--- src/rtl/m68k_target_regs.sv ---
// 68000-bus register-bank target: 16-word window with ID, STAT, CTRL, SCRATCH and byte-laned RAM.
// Optional macro M68K_TARGET_BERR_EN turns hole accesses and RO writes into bus errors.
`timescale 1ns/1ps

module m68k_target_regs #(
    parameter logic [22:0] BASE_ADDR   = 23'h7F0000,
    parameter int unsigned WAIT_STATES = 2,
    parameter logic [15:0] ID_VALUE    = 16'h5053
) (
    input  logic        M68K_CLK,
    input  logic        M68K_RESET_n,
    input  logic [22:0] M68K_A,
    input  logic [2:0]  M68K_FC,
    input  logic        M68K_AS_n,
    input  logic        M68K_UDS_n,
    input  logic        M68K_LDS_n,
    input  logic        M68K_RW,
    input  logic [15:0] D_IN,
    output logic [15:0] D_OUT,
    output logic        D_OE,
    output logic        M68K_DTACK_n,
    output logic        M68K_BERR_n,
    input  logic [15:0] STAT,
    output logic [15:0] CTRL
);

    typedef enum logic [1:0] {
        ST_IDLE = 2'd0,
        ST_WAIT = 2'd1,
        ST_ACK  = 2'd2
    } state_t;

    localparam logic [3:0] WAIT_CNT = 4'(WAIT_STATES);

    // Input capture stage
    logic [22:0] a_cap_reg;
    logic [2:0]  fc_cap_reg;
    logic        as_n_cap_reg;
    logic        uds_n_cap_reg;
    logic        lds_n_cap_reg;
    logic        rw_cap_reg;
    logic [15:0] d_cap_reg;

    // Cycle context and FSM
    state_t      state_reg;
    logic [3:0]  cnt_reg;
    logic [3:0]  idx_reg;
    logic        rw_reg;
    logic        uds_n_reg;
    logic        lds_n_reg;

    // Register file and outputs
    logic [15:0] ctrl_reg;
    logic [15:0] scratch_reg;
    logic [15:0] d_out_reg;
    logic        d_oe_reg;
    logic        dtack_n_reg;

    logic        select_hit;
    logic        commit;
    logic        access_err;
    logic        ram_we;
    logic [1:0]  lane_en;
    logic [15:0] ram_rd;
    logic [15:0] read_word;

    always_ff @(posedge M68K_CLK or negedge M68K_RESET_n) begin
        if (!M68K_RESET_n) begin
            a_cap_reg     <= '0;
            fc_cap_reg    <= '0;
            as_n_cap_reg  <= 1'b1;
            uds_n_cap_reg <= 1'b1;
            lds_n_cap_reg <= 1'b1;
            rw_cap_reg    <= 1'b1;
            d_cap_reg     <= '0;
        end else begin
            a_cap_reg     <= M68K_A;
            fc_cap_reg    <= M68K_FC;
            as_n_cap_reg  <= M68K_AS_n;
            uds_n_cap_reg <= M68K_UDS_n;
            lds_n_cap_reg <= M68K_LDS_n;
            rw_cap_reg    <= M68K_RW;
            d_cap_reg     <= D_IN;
        end
    end

    // CPU-space cycles (interrupt acknowledge etc.) must never hit the bank
    assign select_hit = !as_n_cap_reg
                      && (!uds_n_cap_reg || !lds_n_cap_reg)
                      && (fc_cap_reg != 3'd7)
                      && (a_cap_reg[22:4] == BASE_ADDR[22:4]);

    assign commit  = (state_reg == ST_WAIT) && !as_n_cap_reg && (cnt_reg == 4'd0);
    assign lane_en = {!uds_n_reg, !lds_n_reg};
    assign ram_we  = commit && !rw_reg && idx_reg[3];

`ifdef M68K_TARGET_BERR_EN
    logic berr_n_reg;

    assign access_err = (idx_reg[3:2] == 2'b01) || (!rw_reg && (idx_reg[3:1] == 3'b000));

    always_ff @(posedge M68K_CLK or negedge M68K_RESET_n) begin
        if (!M68K_RESET_n) begin
            berr_n_reg <= 1'b1;
        end else if (commit) begin
            berr_n_reg <= !access_err;
        end else if ((state_reg == ST_ACK) && as_n_cap_reg) begin
            berr_n_reg <= 1'b1;
        end
    end

    assign M68K_BERR_n = berr_n_reg;
`else
    assign access_err  = 1'b0;
    assign M68K_BERR_n = 1'b1;
`endif

    function automatic logic [15:0] lane_merge(input logic [15:0] old_word,
                                               input logic [15:0] wr_word,
                                               input logic [1:0]  en);
        logic [15:0] merged;
        merged = old_word;
        if (en[1]) merged[15:8] = wr_word[15:8];
        if (en[0]) merged[7:0]  = wr_word[7:0];
        return merged;
    endfunction

    // RAM is kept as two byte-wide arrays so each lane has its own write enable
    genvar gi;
    generate
        for (gi = 0; gi < 2; gi++) begin : g_lane
            logic [7:0] ram_lane [0:7];

            always_ff @(posedge M68K_CLK) begin
                if (ram_we && lane_en[gi]) begin
                    ram_lane[idx_reg[2:0]] <= d_cap_reg[8*gi +: 8];
                end
            end

            assign ram_rd[8*gi +: 8] = ram_lane[idx_reg[2:0]];
        end
    endgenerate

    always_comb begin
        read_word = 16'h0000;
        case (idx_reg)
            4'd0:    read_word = ID_VALUE;
            4'd1:    read_word = STAT;
            4'd2:    read_word = ctrl_reg;
            4'd3:    read_word = scratch_reg;
            default: if (idx_reg[3]) read_word = ram_rd;
        endcase
    end

    always_ff @(posedge M68K_CLK or negedge M68K_RESET_n) begin
        if (!M68K_RESET_n) begin
            state_reg   <= ST_IDLE;
            cnt_reg     <= '0;
            idx_reg     <= '0;
            rw_reg      <= 1'b1;
            uds_n_reg   <= 1'b1;
            lds_n_reg   <= 1'b1;
            ctrl_reg    <= '0;
            scratch_reg <= '0;
            d_out_reg   <= '0;
            d_oe_reg    <= 1'b0;
            dtack_n_reg <= 1'b1;
        end else begin
            case (state_reg)
                ST_IDLE: begin
                    if (select_hit) begin
                        idx_reg   <= a_cap_reg[3:0];
                        rw_reg    <= rw_cap_reg;
                        uds_n_reg <= uds_n_cap_reg;
                        lds_n_reg <= lds_n_cap_reg;
                        cnt_reg   <= WAIT_CNT;
                        state_reg <= ST_WAIT;
                    end
                end
                ST_WAIT: begin
                    if (as_n_cap_reg) begin
                        state_reg <= ST_IDLE;
                    end else if (cnt_reg == 4'd0) begin
                        state_reg   <= ST_ACK;
                        dtack_n_reg <= access_err;
                        d_oe_reg    <= rw_reg && !access_err;
                        if (rw_reg) begin
                            d_out_reg <= read_word;
                        end else begin
                            if (idx_reg == 4'd2) ctrl_reg    <= lane_merge(ctrl_reg, d_cap_reg, lane_en);
                            if (idx_reg == 4'd3) scratch_reg <= lane_merge(scratch_reg, d_cap_reg, lane_en);
                        end
                    end else begin
                        cnt_reg <= cnt_reg - 4'd1;
                    end
                end
                ST_ACK: begin
                    if (as_n_cap_reg) begin
                        state_reg   <= ST_IDLE;
                        dtack_n_reg <= 1'b1;
                        d_oe_reg    <= 1'b0;
                    end
                end
                default: begin
                    state_reg   <= ST_IDLE;
                    dtack_n_reg <= 1'b1;
                    d_oe_reg    <= 1'b0;
                end
            endcase
        end
    end

    assign D_OUT        = d_out_reg;
    assign D_OE         = d_oe_reg;
    assign M68K_DTACK_n = dtack_n_reg;
    assign CTRL         = ctrl_reg;

endmodule

--- config.mk ---
export PLATFORM = sky130hd
export DESIGN_NAME = m68k_target_regs
export DESIGN_NICKNAME = d
export VERILOG_FILES = /design/src/rtl/m68k_target_regs.sv
export SDC_FILE = /design/constraint.sdc
export NUM_CORES = 1
export LEC_CHECK = 0
export CELL_PAD_IN_SITES_DETAIL_PLACEMENT = 2
export CELL_PAD_IN_SITES_GLOBAL_PLACEMENT = 2
export CORE_MARGIN = 10
export CORE_UTILIZATION = 23
export CTS_CLUSTER_SIZE = 16
export DETAILED_ROUTE_END_ITERATION = 12
export GPL_TIMING_DRIVEN = 0
export PLACE_DENSITY = 0.55
export RECOVER_POWER = 100
export SYNTH_ARGS = -nofsm -noshare
export SYNTH_HDL_FRONTEND = slang
export SYNTH_SLANG_ARGS = --single-unit
--- constraint.sdc ---
create_clock -name M68K_CLK -period 5.46 [get_ports M68K_CLK]
set_input_delay 0.819 -clock M68K_CLK [delete_from_list [all_inputs] [get_ports M68K_CLK]]
set_output_delay 0.819 -clock M68K_CLK [all_outputs]
set_load 0.03 [all_outputs]
==> Word level (Yosys, flattened, before mapping) <==
Memories as Yosys holds them, arrays and structs flattened.
Index checks and enable logic that the tools add are counted.
{ "word_totals": {"ram_bits": 128, "romBits": 0, "latch_bits": 0, "ff_bits": 109, "input_bits": 64, "output_inout_bits": 35, "mem_count": 2} }
{ "mem_list": {"columns": ["memory", "words", "width", "read_ports", "rd_ports_with_merged_regs", "write_ports", "line_no", "rtl"], "rows": [
  ["g_lane[0].ram_lane", 8, 8, 1, 0, 1, "132", "logic [7:0] ram_lane [0:7];"],
  ["g_lane[1].ram_lane", 8, 8, 1, 0, 1, "132", null]
]} }
{ "classes": {"n_mux": 23, "magnitude_cmp": 0, "multipliers": 0, "div_mod_pow": 0, "eq_ne": 13, "shift": 0, "bitwise_logic": 5, "n_reduce_logical": 29, "n_addsub": 1} }
{ "ops": {"columns": ["op", "count"], "rows": [
  ["one-hot mux 16 bit (4 select lines)", 1],
  ["AND reduction 6 bit", 4],
  ["equality test 19 bit, second input constant", 1],
  ["2-to-1 mux 16 bit", 1],
  ["2-to-1 mux 4 bit", 3],
  ["AND reduction 4 bit", 3],
  ["2-to-1 mux 1 bit", 10],
  ["logical AND 1 bit", 9],
  ["equality test 4 x 2 -> 1 bit, second input constant", 2],
  ["logical NOT 4 bit", 2],
  ["2-to-1 mux 2 bit", 4],
  ["inequality test 2 bit, second input constant", 4],
  ["one-hot mux 4 bit (2 select lines)", 1],
  ["logical NOT 1 bit", 6],
  ["one-hot mux 1 bit (3 select lines)", 2],
  ["one-hot mux 2 bit (3 select lines)", 1],
  ["NOT 1 bit", 5],
  ["equality test 4 x 1 -> 1 bit, second input constant", 1],
  ["subtractor 4 x 1 -> 4 bit, second input constant", 1],
  ["inequality test 3 x 2 -> 1 bit, second input constant", 1],
  ["inequality test 3 bit, second input constant", 1],
  ["AND reduction 3 bit", 1],
  ["equality test 2 x 1 -> 1 bit, second input constant", 1],
  ["equality test 2 bit, second input constant", 1],
  ["5 further kinds", 5]
]} }

==> Logic depth before layout (Yosys ltp) <==
Gate-level depths: netlist of run 1.
{ "depth": {"ltp_word": 8, "depth_mapped": 8} }

==> Worst setup path before layout of run 1 <==
Ideal clock, no wire load.
{ "synth_timing": {"path_type": "register to register", "start": "reg cnt_reg[1]", "end": "mem g_lane[0].ram_lane[1][0] (enable)", "arrival_time_ps": 2015, "slack_ps": 3062, "stages_incl_launch_ff": 7, "path_buffers": 0, "synth_period_minus_slack_ps": 2398, "cell_sequence": "dfrtp_1 -> inv_1 -> ha_1 -> nor4b_4 -> nand4b_1 -> or2_2 -> nor3_1"} }
{ "synth_between": {"elab_chain_cells": 7} }
{ "synth_lines": {"columns": ["item", "line_no", "rtl"], "rows": [
  ["start, declared", "46", "logic [3:0] cnt_reg;"],
  ["start signal, assigned", "194", "cnt_reg <= cnt_reg - 4'd1;"],
  ["logical NOT 4 bit", "93", "assign commit = (state_reg == ST_WAIT) && !as_n_cap_reg && (cnt_reg == 4'd0);"],
  ["logical AND 1 bit", "93", null],
  ["logical AND 1 bit (2 in a row)", "95", "assign ram_we = commit && !rw_reg && idx_reg[3];"],
  ["logical AND 1 bit", "135", "if (ram_we && lane_en[gi]) begin"],
  ["2-to-1 mux 1 bit", "135", null],
  ["2-to-1 mux 1 bit (not written as such)", "136", "ram_lane[idx_reg[2:0]] <= d_cap_reg[8*gi +: 8];"],
  ["end, declared", "132", null]
]} }
No other way between the ends.

==> Worst setup path after layout of run 1 <==
{ "layout_timing": {"start": "reg cnt_reg[1]", "end": "mem g_lane[0].ram_lane[3][5] (enable)"} }
The elaborated chain is that of the path after synthesis.

==> flow_metrics.tcl, run 1 <==
set metrics [dict create \
    drc_errors 0 \
    holdCritPathClass "reg2reg" \
    antenna_found_initial 1 \
    p_sw_frac 0.213 \
    endpoint_kind "register" \
    comb_power_share 0.018 \
    holdBufCountCts 0 \
    post_cts_buffers 0 \
    p_int_mw 2.83 \
    worst_slew_pin_slew_ns 2.85 \
    final_nets 754 \
    area_growth_pct 25.7 \
    skew_ns 0.0129 \
    die_h_um 219 \
    fillers 4087 \
    dieArea_um2 48200 \
    grt_pass1_vias 6487 \
    slew_headroom -0.901 \
    grt_overflow 0 \
    crit_required_ns 5.58 \
    period_share 0.717 \
    finalMaxSlewViolations 66 \
    routed_wl_um 28900 \
    numCtsBuffers 24 \
    syn_area_um2 9150 \
    cts_tree "yes" \
    synth_warnings 0 \
    multi_input_area_um2 2340 \
    dieWidth_um 219 \
    cp_slowest_stage_delay_ns 1.17 \
    ff_latch_area_um2 6580 \
    hold_viol 0 \
    first_iter_violations 370 \
    root_buffer "clkbuf_16" \
    fin_area_um2 11500 \
    routabilityCongestion 0.803 \
    io_buffer_count 97 \
    ys_seq_area_frac 0.719 \
    placed_cell_area_um2 10800 \
    critPathKind "reg2reg" \
    ys.flop_type "edfxtp_1" \
    row_count 73 \
    cts_resized 0 \
    power_frac_clock 0.445 \
    p_per_area_nw_per_um2 312 \
    start_util 0.231 \
    clock_sinks 237 \
    largest_register_ffs 128 \
    syn-num-nets 630 \
    vias 5559 \
    drt_pass1_iterations 5 \
    htree_levels 1 \
    synth_edf_count 128 \
    leakage_nw 4.09 \
    status "complete, but fails checks" \
    routedWlPerCell_um 23.5 \
    syn_area_per_cell_um2 16.2 \
    antenna_left 0 \
    max-vdd-ir-drop_mv 0.254 \
    finalSetupViolations 0 \
    cts.path.max_buffers 3 \
    io-pin-count 99 \
    diodes 0 \
    hpwl_um 20600 \
    synth_cells 565 \
    violations "capacitance limit, slew limit" \
    grt_max_degree 63 \
    cap_violations 4 \
    core_um2 39500 \
    synth_cell_type_count 56 \
    fmaxAchievable_mhz 255 \
    layout_min_cycle_time_ns 3.91 \
    cp_slowest_cell "nor3_1" \
    cp-start-kind "register" \
    rsz0062_at_grt "no" \
    async_flop_share 0.460 \
    track_usage 0.120 \
    path_cells "inv_1, ha_1, nor4b_1, nand4b_1, or2_2, nor3_1" \
    p_seq_frac 0.537 \
    p_sw_mw 0.765 \
    clk_latency_ns 0.53 \
    fin_hold_ws_ns 0.503 \
    drive_above_1_share 0.185 \
    grt_pass1_wl_um 43500 \
    clk_pin_slew_worst_paths_ns 0.07 \
    cp.arrival_ns 4.04 \
    ys_ff_latch 237 \
    cp_max_fo 8 \
    vias_per_cell 4.51 \
]
area by class of cell:
type / count / share of cell area
clock inverter: 15 / 0.00924
buffer: 29 / 0.0139
multi-input combinational: 291 / 0.204
sequential: 237 / 0.572
clock buffer: 29 / 0.0557
timing repair buffer: 98 / 0.0862
tap: 525 / 0.0571
inverter: 8 / 0.00261
power groups by stage:
stage	combinational (mW)	sequential, mW	clock [mW]
floorplan	0.00663	1.95	0
global placement	0.0709	1.96	0
detailed placement	0.0755	1.97	0
CTS	0.0758	1.93	1.64
global route	0.0736	1.93	1.71
finish	0.0657	1.93	1.60
cell families (layout without fill, tap and decap cells):
group           Yosys count  count (layout)  share of synthesized area
compound gates           78              78                     0.0644
fa+ha+maj                 1               1                    0.00137
buf+inv                  37             179                     0.0219
flops                   237             237                      0.719
mux                      76              76                      0.114
other cells               1               1                   0.000410
simple gates            135             135                     0.0790
cell usage in the layout, fill, tap and decap left out, types with 7 or more instances in the layout:
cell type / netlist / routed
mux2i_1: 21 / 21
dlygate4sd3_1: 0 / 80
buf_2: 16 / 14
mux4_2: 19 / 19
nand2b_1: 10 / 10
nor2_1: 36 / 37
clkinv_1: 1 / 7
edfxtp_1: 128 / 128
nor3_1: 11 / 8
nand2_1: 28 / 32
clkbuf_1: 5 / 13
clkdlybuf4s50_1: 0 / 16
clkbuf_16: 0 / 25
nand3_1: 9 / 9
a222oi_1: 15 / 15
a31oi_1: 15 / 15
o21ai_0: 12 / 12
o211ai_1: 8 / 8
dfstp_2: 8 / 8
mux2_2: 36 / 34
a21oi_1: 10 / 10
dfrtp_1: 101 / 101
final timing paths:
kind / from / to / slack, ns / depth (start not counted)
worst max-delay path: cnt_reg[1] / g_lane[0].ram_lane[3][5] / 1.55 / 6
worst min-delay path: a_cap_reg[2] / idx_reg[2] / 0.50 / 1
worst max register to register: cnt_reg[1] / g_lane[0].ram_lane[3][5] / 1.55 / 6
worst min register to register: a_cap_reg[2] / idx_reg[2] / 0.50 / 1
max in group asynchronous: M68K_RESET_n / idx_reg[3] / 2.63 / 1
min in group asynchronous: M68K_RESET_n / a_cap_reg[10] / 1.22 / 1
metal layers:
metal	track usage	routed length, um	up-vias
met1	0.148	12100	2956
met3	0.0229	1430	42
met5	0	13	-
met2	0.211	14900	133
li1	-	-	2426
met4	0.0299	559	2
Yosys cell counts, drive strengths merged, types with 4 or more instances:
cell type  number  area [um2]
o21ai          12        60.1
nor3           14        97.6
and3            6        37.5
a222oi         15         150
and2            4        25.0
inv             7        26.3
a31oi          15        93.8
mux2           36         405
nand2          32         130
nand3           9        45.0
buf            24         151
dfstp           8         210
clkbuf          5        18.8
nand3b          5        37.5
mux4           19         428
nor2           37         141
a21oi          12        67.6
nand2b         10        62.6
edfxtp        128        3840
dfrtp         101        2530
mux2i          21         210
o211ai          8        60.1
stage by stage:
stage	power (mW)	setup slack (ns)	TNS, ns	util	instances
detailed placement	2.04	2.26	0	0.274	1188
CTS	3.65	2.24	0	0.293	1232
global route	3.71	1.10	0	0.291	1232
global placement	2.04	-0.636	-62.11	0.273	1187
finish	3.59	1.55	0	0.291	1232
floorplan	1.96	3.06	0	-	565
critical path, delay by kind of cell, from the launching register on:
kind                       cells  cell delay (ns)
and+or+nand+nor                4             2.83
DFF                            1             0.37
adders and majority gates      1             0.20
buffers and inverters          1             0.11
Note: power is estimated with default switching activity, not from simulation.
==> run 2, diff against run 1 <==
==> constraint.sdc (replaced) <==
create_clock -name M68K_CLK -period 4.1 [get_ports M68K_CLK]
set_input_delay 0.615 -clock M68K_CLK [delete_from_list [all_inputs] [get_ports M68K_CLK]]
set_output_delay 0.615 -clock M68K_CLK [all_outputs]
set_load 0.03 [all_outputs]
==> flow_metrics.tcl, run 2 (same netlist as run 1, synthesis figures left out) <==
set metrics [dict create \
    slew_headroom -0.910 \
    rsz0062_at_grt "no" \
    start_util 0.231 \
    die_h_um 219 \
    hpwl_um 20600 \
    first_iter_violations 381 \
    clk_pin_slew_worst_paths_ns 0.07 \
    cts_resized 0 \
    hold_viol 0 \
    leakage_nw 4.11 \
    drive_above_1_share 0.180 \
    clk_latency_ns 0.53 \
    vias 5579 \
    ff_latch_area_um2 6580 \
    finalSetupViolations 0 \
    track_usage 0.120 \
    grt_overflow 0 \
    grt_pass1_wl_um 43500 \
    multi_input_area_um2 2340 \
    cts_tree "yes" \
    p_per_area_nw_per_um2 416 \
    rr_worst_depth 4 \
    clock_sinks 237 \
    cp_slowest_cell "nor3_1" \
    finish.utilization 0.291 \
    r2r_end "g_lane[1].ram_lane[2][3]" \
    antenna_left 0 \
    violations "capacitance limit, slew limit" \
    hold_depth 1 \
    worstHoldEndpoint "idx_reg[2]" \
    layout_min_cycle_time_ns 3.60 \
    final_common_cell "edfxtp_1" \
    path_cells "clkbuf_1, nand4b_1, or2_2, nor3_1" \
    antenna_found_initial 1 \
    vias_per_cell 4.53 \
    routedWlPerCell_um 23.5 \
    skew_ns 0.0134 \
    area_growth_pct 25.7 \
    grt_max_degree 63 \
    fmaxAchievable_mhz 278 \
    diodes 0 \
    max-vdd-ir-drop_mv 0.338 \
    cp.arrival_ns 3.71 \
    most-common-layout-cells "edfxtp_1, dfrtp_1, dlygate4sd3_1, nor2_1, mux2_2" \
    endpoint_kind "register" \
    post_cts_buffers 0 \
    dieWidth_um 219 \
    cap_violations 7 \
    cp-start-kind "register" \
    root_buffer "clkbuf_16" \
    numCtsBuffers 24 \
    dieArea_um2 48200 \
    worst_slew_pin_slew_ns 2.87 \
    cp_max_fo 10 \
    rr_startpoint "idx_reg[3]" \
    row_count 73 \
    io_buffer_count 97 \
    finalMaxSlewViolations 92 \
    status "complete, but fails checks" \
    crit_required_ns 4.22 \
    holdBufCountCts 0 \
    routabilityCongestion 0.803 \
    critPathKind "reg2reg" \
    final_nets 754 \
    routed_wl_um 29000 \
    grt_pass1_vias 6487 \
    drc_errors 0 \
    cts.path.max_buffers 3 \
    largest_register_ffs 128 \
    reg2reg_slack_ns 0.50 \
    fillers 4087 \
    hold_path.startpoint "a_cap_reg[2]" \
    core_um2 39500 \
    drt_pass1_iterations 5 \
    instances_no_fill 1232 \
    io-pin-count 99 \
    period_share 0.877 \
    holdCritPathClass "reg2reg" \
    cp_slowest_stage_delay_ns 1.36 \
    place_inst 1188 \
    htree_levels 1 \
]
==> run 2: cell types whose count changed in the layout (fill, tap and decap cells not counted), sizes merged <==
cell	change
buf	-1
clkbuf	+1
==> run 2: worst max-delay path by stage <==
stage | from | end | slack, ns
floorplan | cnt_reg[1] | g_lane[0].ram_lane[1][0] | 1.70
global placement | M68K_RESET_n | scratch_reg[3] | -1.79
detailed placement | idx_reg[2] | g_lane[1].ram_lane[5][7] | 0.90
CTS | idx_reg[2] | g_lane[0].ram_lane[5][5] | 0.88
global route | cnt_reg[1] | g_lane[1].ram_lane[1][7] | 0.42
finish | idx_reg[3] | g_lane[1].ram_lane[2][3] | 0.50
==> run 2: worst max-delay path, delay by kind of cell (launching register included) <==
kind	cells	cell delay, ns
buf+inv	1	0.67
flops	1	0.46
simple gates	3	2.05
==> run 2: cell type report <==
class | count | share of cell area
Clock inverter | 15 | 0.00925
Tap cell | 525 | 0.0571
Sequential cell | 237 | 0.572
Multi-Input combinational cell | 291 | 0.203
Inverter | 8 | 0.00261
Timing Repair Buffer | 98 | 0.0863
Clock buffer | 29 | 0.0557
Buffer | 29 | 0.0139
==> run 2: metrics by stage <==
| step | TNS [ns] | setup WS (ns) | hold slack, ns | instance area [um2] | power, mW |
|---|---|---|---|---|---|
| finish | 0 | 0.504 | 0.504 | 11500 | 4.78 |
| global route | 0 | 0.418 | 0.525 | 11500 | 4.95 |
| CTS | 0 | 0.876 | 0.137 | 11600 | 4.86 |
| detailed placement | 0 | 0.895 | 0.475 | 10800 | 2.72 |
| global placement | -182.34 | -1.79 | 0.460 | 10800 | 2.71 |
| floorplan | 0 | 1.70 | 0.319 | 9150 | 2.61 |
==> run 2: routing by layer <==
layer,track usage,wire length (um),up-vias
li1,-,-,2424
met5,0,13,-
met3,0.0229,1410,39
met2,0.211,14900,137
met4,0.0299,549,2
met1,0.148,12100,2977
==> run 2: power breakdown <==
part / internal [mW] / switching, mW
logic: 0.0504 / 0.0381
registers: 2.54 / 0.0318
clock network: 1.18 / 0.946
total: 3.77 / 1.02
==> run 3, diff against run 2 <==
--- a/config.mk
+++ b/config.mk
@@ -11,8 +11,9 @@
 export CORE_UTILIZATION = 23
 export CTS_CLUSTER_SIZE = 16
 export DETAILED_ROUTE_END_ITERATION = 12
+export DONT_BUFFER_PORTS = 1
 export GPL_TIMING_DRIVEN = 0
-export PLACE_DENSITY = 0.55
+export PLACE_DENSITY = 0.51
 export RECOVER_POWER = 100
 export SYNTH_ARGS = -nofsm -noshare
 export SYNTH_HDL_FRONTEND = slang
==> flow_metrics.tcl, run 3 (same netlist as run 1, synthesis figures left out) <==
set metrics [dict create \
    clk_latency_ns 0.54 \
    fmaxAchievable_mhz 281 \
    layout_min_cycle_time_ns 3.56 \
    most-common-layout-cells "edfxtp_1, dfrtp_1, nor2_1, mux2_2, nand2_1" \
    finish.utilization 0.271 \
    cp_max_fo 5 \
    rsz0062_at_grt "no" \
    wl_met1_um 11900 \
    wl_met2_um 15500 \
    vias_per_cell 4.64 \
    largest_register_ffs 128 \
    fin_area_um2 10700 \
    finalSetupTns_ns 0 \
    final_common_cell "edfxtp_1" \
    max-vdd-ir-drop_mv 0.365 \
    cp.arrival_ns 3.82 \
    status "complete, but fails checks" \
    placed_cell_area_um2 9880 \
    wl_met3_um 1600 \
    finalMaxSlewViolations 110 \
    instances_no_fill 1138 \
    leakage_nw 3.79 \
    finalSetupViolations 0 \
    io_buffer_count 0 \
    track_usage 0.121 \
    cts.path.max_buffers 3 \
    die_h_um 219 \
    period_share 0.869 \
    grt_pass1_vias 6053 \
    pre_cts_ws_ns 0.770 \
    clock_sinks 237 \
    core_um2 39500 \
    holdCritPathClass "in2reg" \
    slew_headroom -0.862 \
    io-pin-count 99 \
    dieWidth_um 219 \
    endpoint_kind "register" \
    post_cts_buffers 0 \
    place_inst 1093 \
    antenna_found_initial 1 \
    worst_slew_pin_slew_ns 2.79 \
    drc_errors 0 \
    numCtsBuffers 24 \
    routabilityCongestion 0.760 \
    cts_tree "yes" \
    grt_pass1_wl_um 43000 \
    grt_max_degree 110 \
    power_mw 5.00 \
    final_nets 660 \
    antenna_left 0 \
    area_growth_pct 16.9 \
    cp-start-kind "register" \
    vias 5281 \
    dieArea_um2 48200 \
    routed_wl_um 29400 \
    top_layer "met4" \
    drt_pass1_iterations 8 \
    fin_hold_ws_ns 0.0749 \
    hold_viol 0 \
    violations "capacitance limit, slew limit" \
    layout_setup_ws_ns 0.535 \
    p_per_area_nw_per_um2 468 \
    hold_depth 0 \
    start_util 0.231 \
    fillers 4136 \
    crit_required_ns 4.35 \
    skew_ns 0.0200 \
    grt_overflow 0 \
    drive_above_1_share 0.230 \
    critPathKind "reg2reg" \
    row_count 73 \
    cap_violations 1 \
    diodes 0 \
    hpwl_um 20800 \
    clk_pin_slew_worst_paths_ns 0.07 \
    root_buffer "clkbuf_16" \
    rr_worst_depth 7 \
    htree_levels 1 \
    first_iter_violations 377 \
    routedWlPerCell_um 25.8 \
]
[run 3: worst max-delay path, cell delays in order, from the launching register on]
cell	delay (ns)
dfrtp_1	0.37
inv_1	0.12
ha_1	0.20
nor4b_1	0.88
nand4b_1	0.33
or2_2	0.41
nor3_1	0.75
buf_6	0.24
[run 3: where the power goes]
| part | total (mW) | internal (mW) | switching (mW) |
|---|---|---|---|
| registers | 2.57 | 2.54 | 0.0316 |
| clock network | 2.40 | 1.46 | 0.942 |
| logic | 0.0317 | 0.00430 | 0.0274 |
[run 3: cell type report]
type	count	area, um2	share of cell area
well taps	525	657	0.0614
multi-input cells	291	2350	0.220
flip-flops and latches	237	6580	0.615
clock buffers	39	836	0.0781
repair buffers	4	38.8	0.00362
plain buffers	29	161	0.0151
clock inverters	5	48.8	0.00456
inverters	8	30.0	0.00281
[run 3: metal layers]
| layer | vias up | track usage |
|---|---|---|
| met5 | - | 0 |
| met4 | 0 | 0.0294 |
| met3 | 30 | 0.0274 |
| met2 | 124 | 0.217 |
| met1 | 2889 | 0.145 |
| li1 | 2238 | - |
[run 3: repair_timing]
| item | 4_1_cts | 5_1_grt |
|---|---|---|
| hold endpoints to repair | 109 | 0 |
| gates resized for setup | 0 | 0 |
| hold buffers | 1 | 0 |
[run 3: final timing paths]
path / slack, ns / endpoint / start
hold reg to reg: 0.46 / idx_reg[1] / a_cap_reg[1]
setup reg to reg: 0.54 / g_lane[1].ram_lane[2][5] / cnt_reg[1]
max in group asynchronous: 1.48 / a_cap_reg[1] / M68K_RESET_n
setup / recovery: 0.54 / g_lane[1].ram_lane[2][5] / cnt_reg[1]
hold / removal: 0.07 / lds_n_cap_reg / M68K_LDS_n
min in group asynchronous: 0.97 / d_cap_reg[13] / M68K_RESET_n
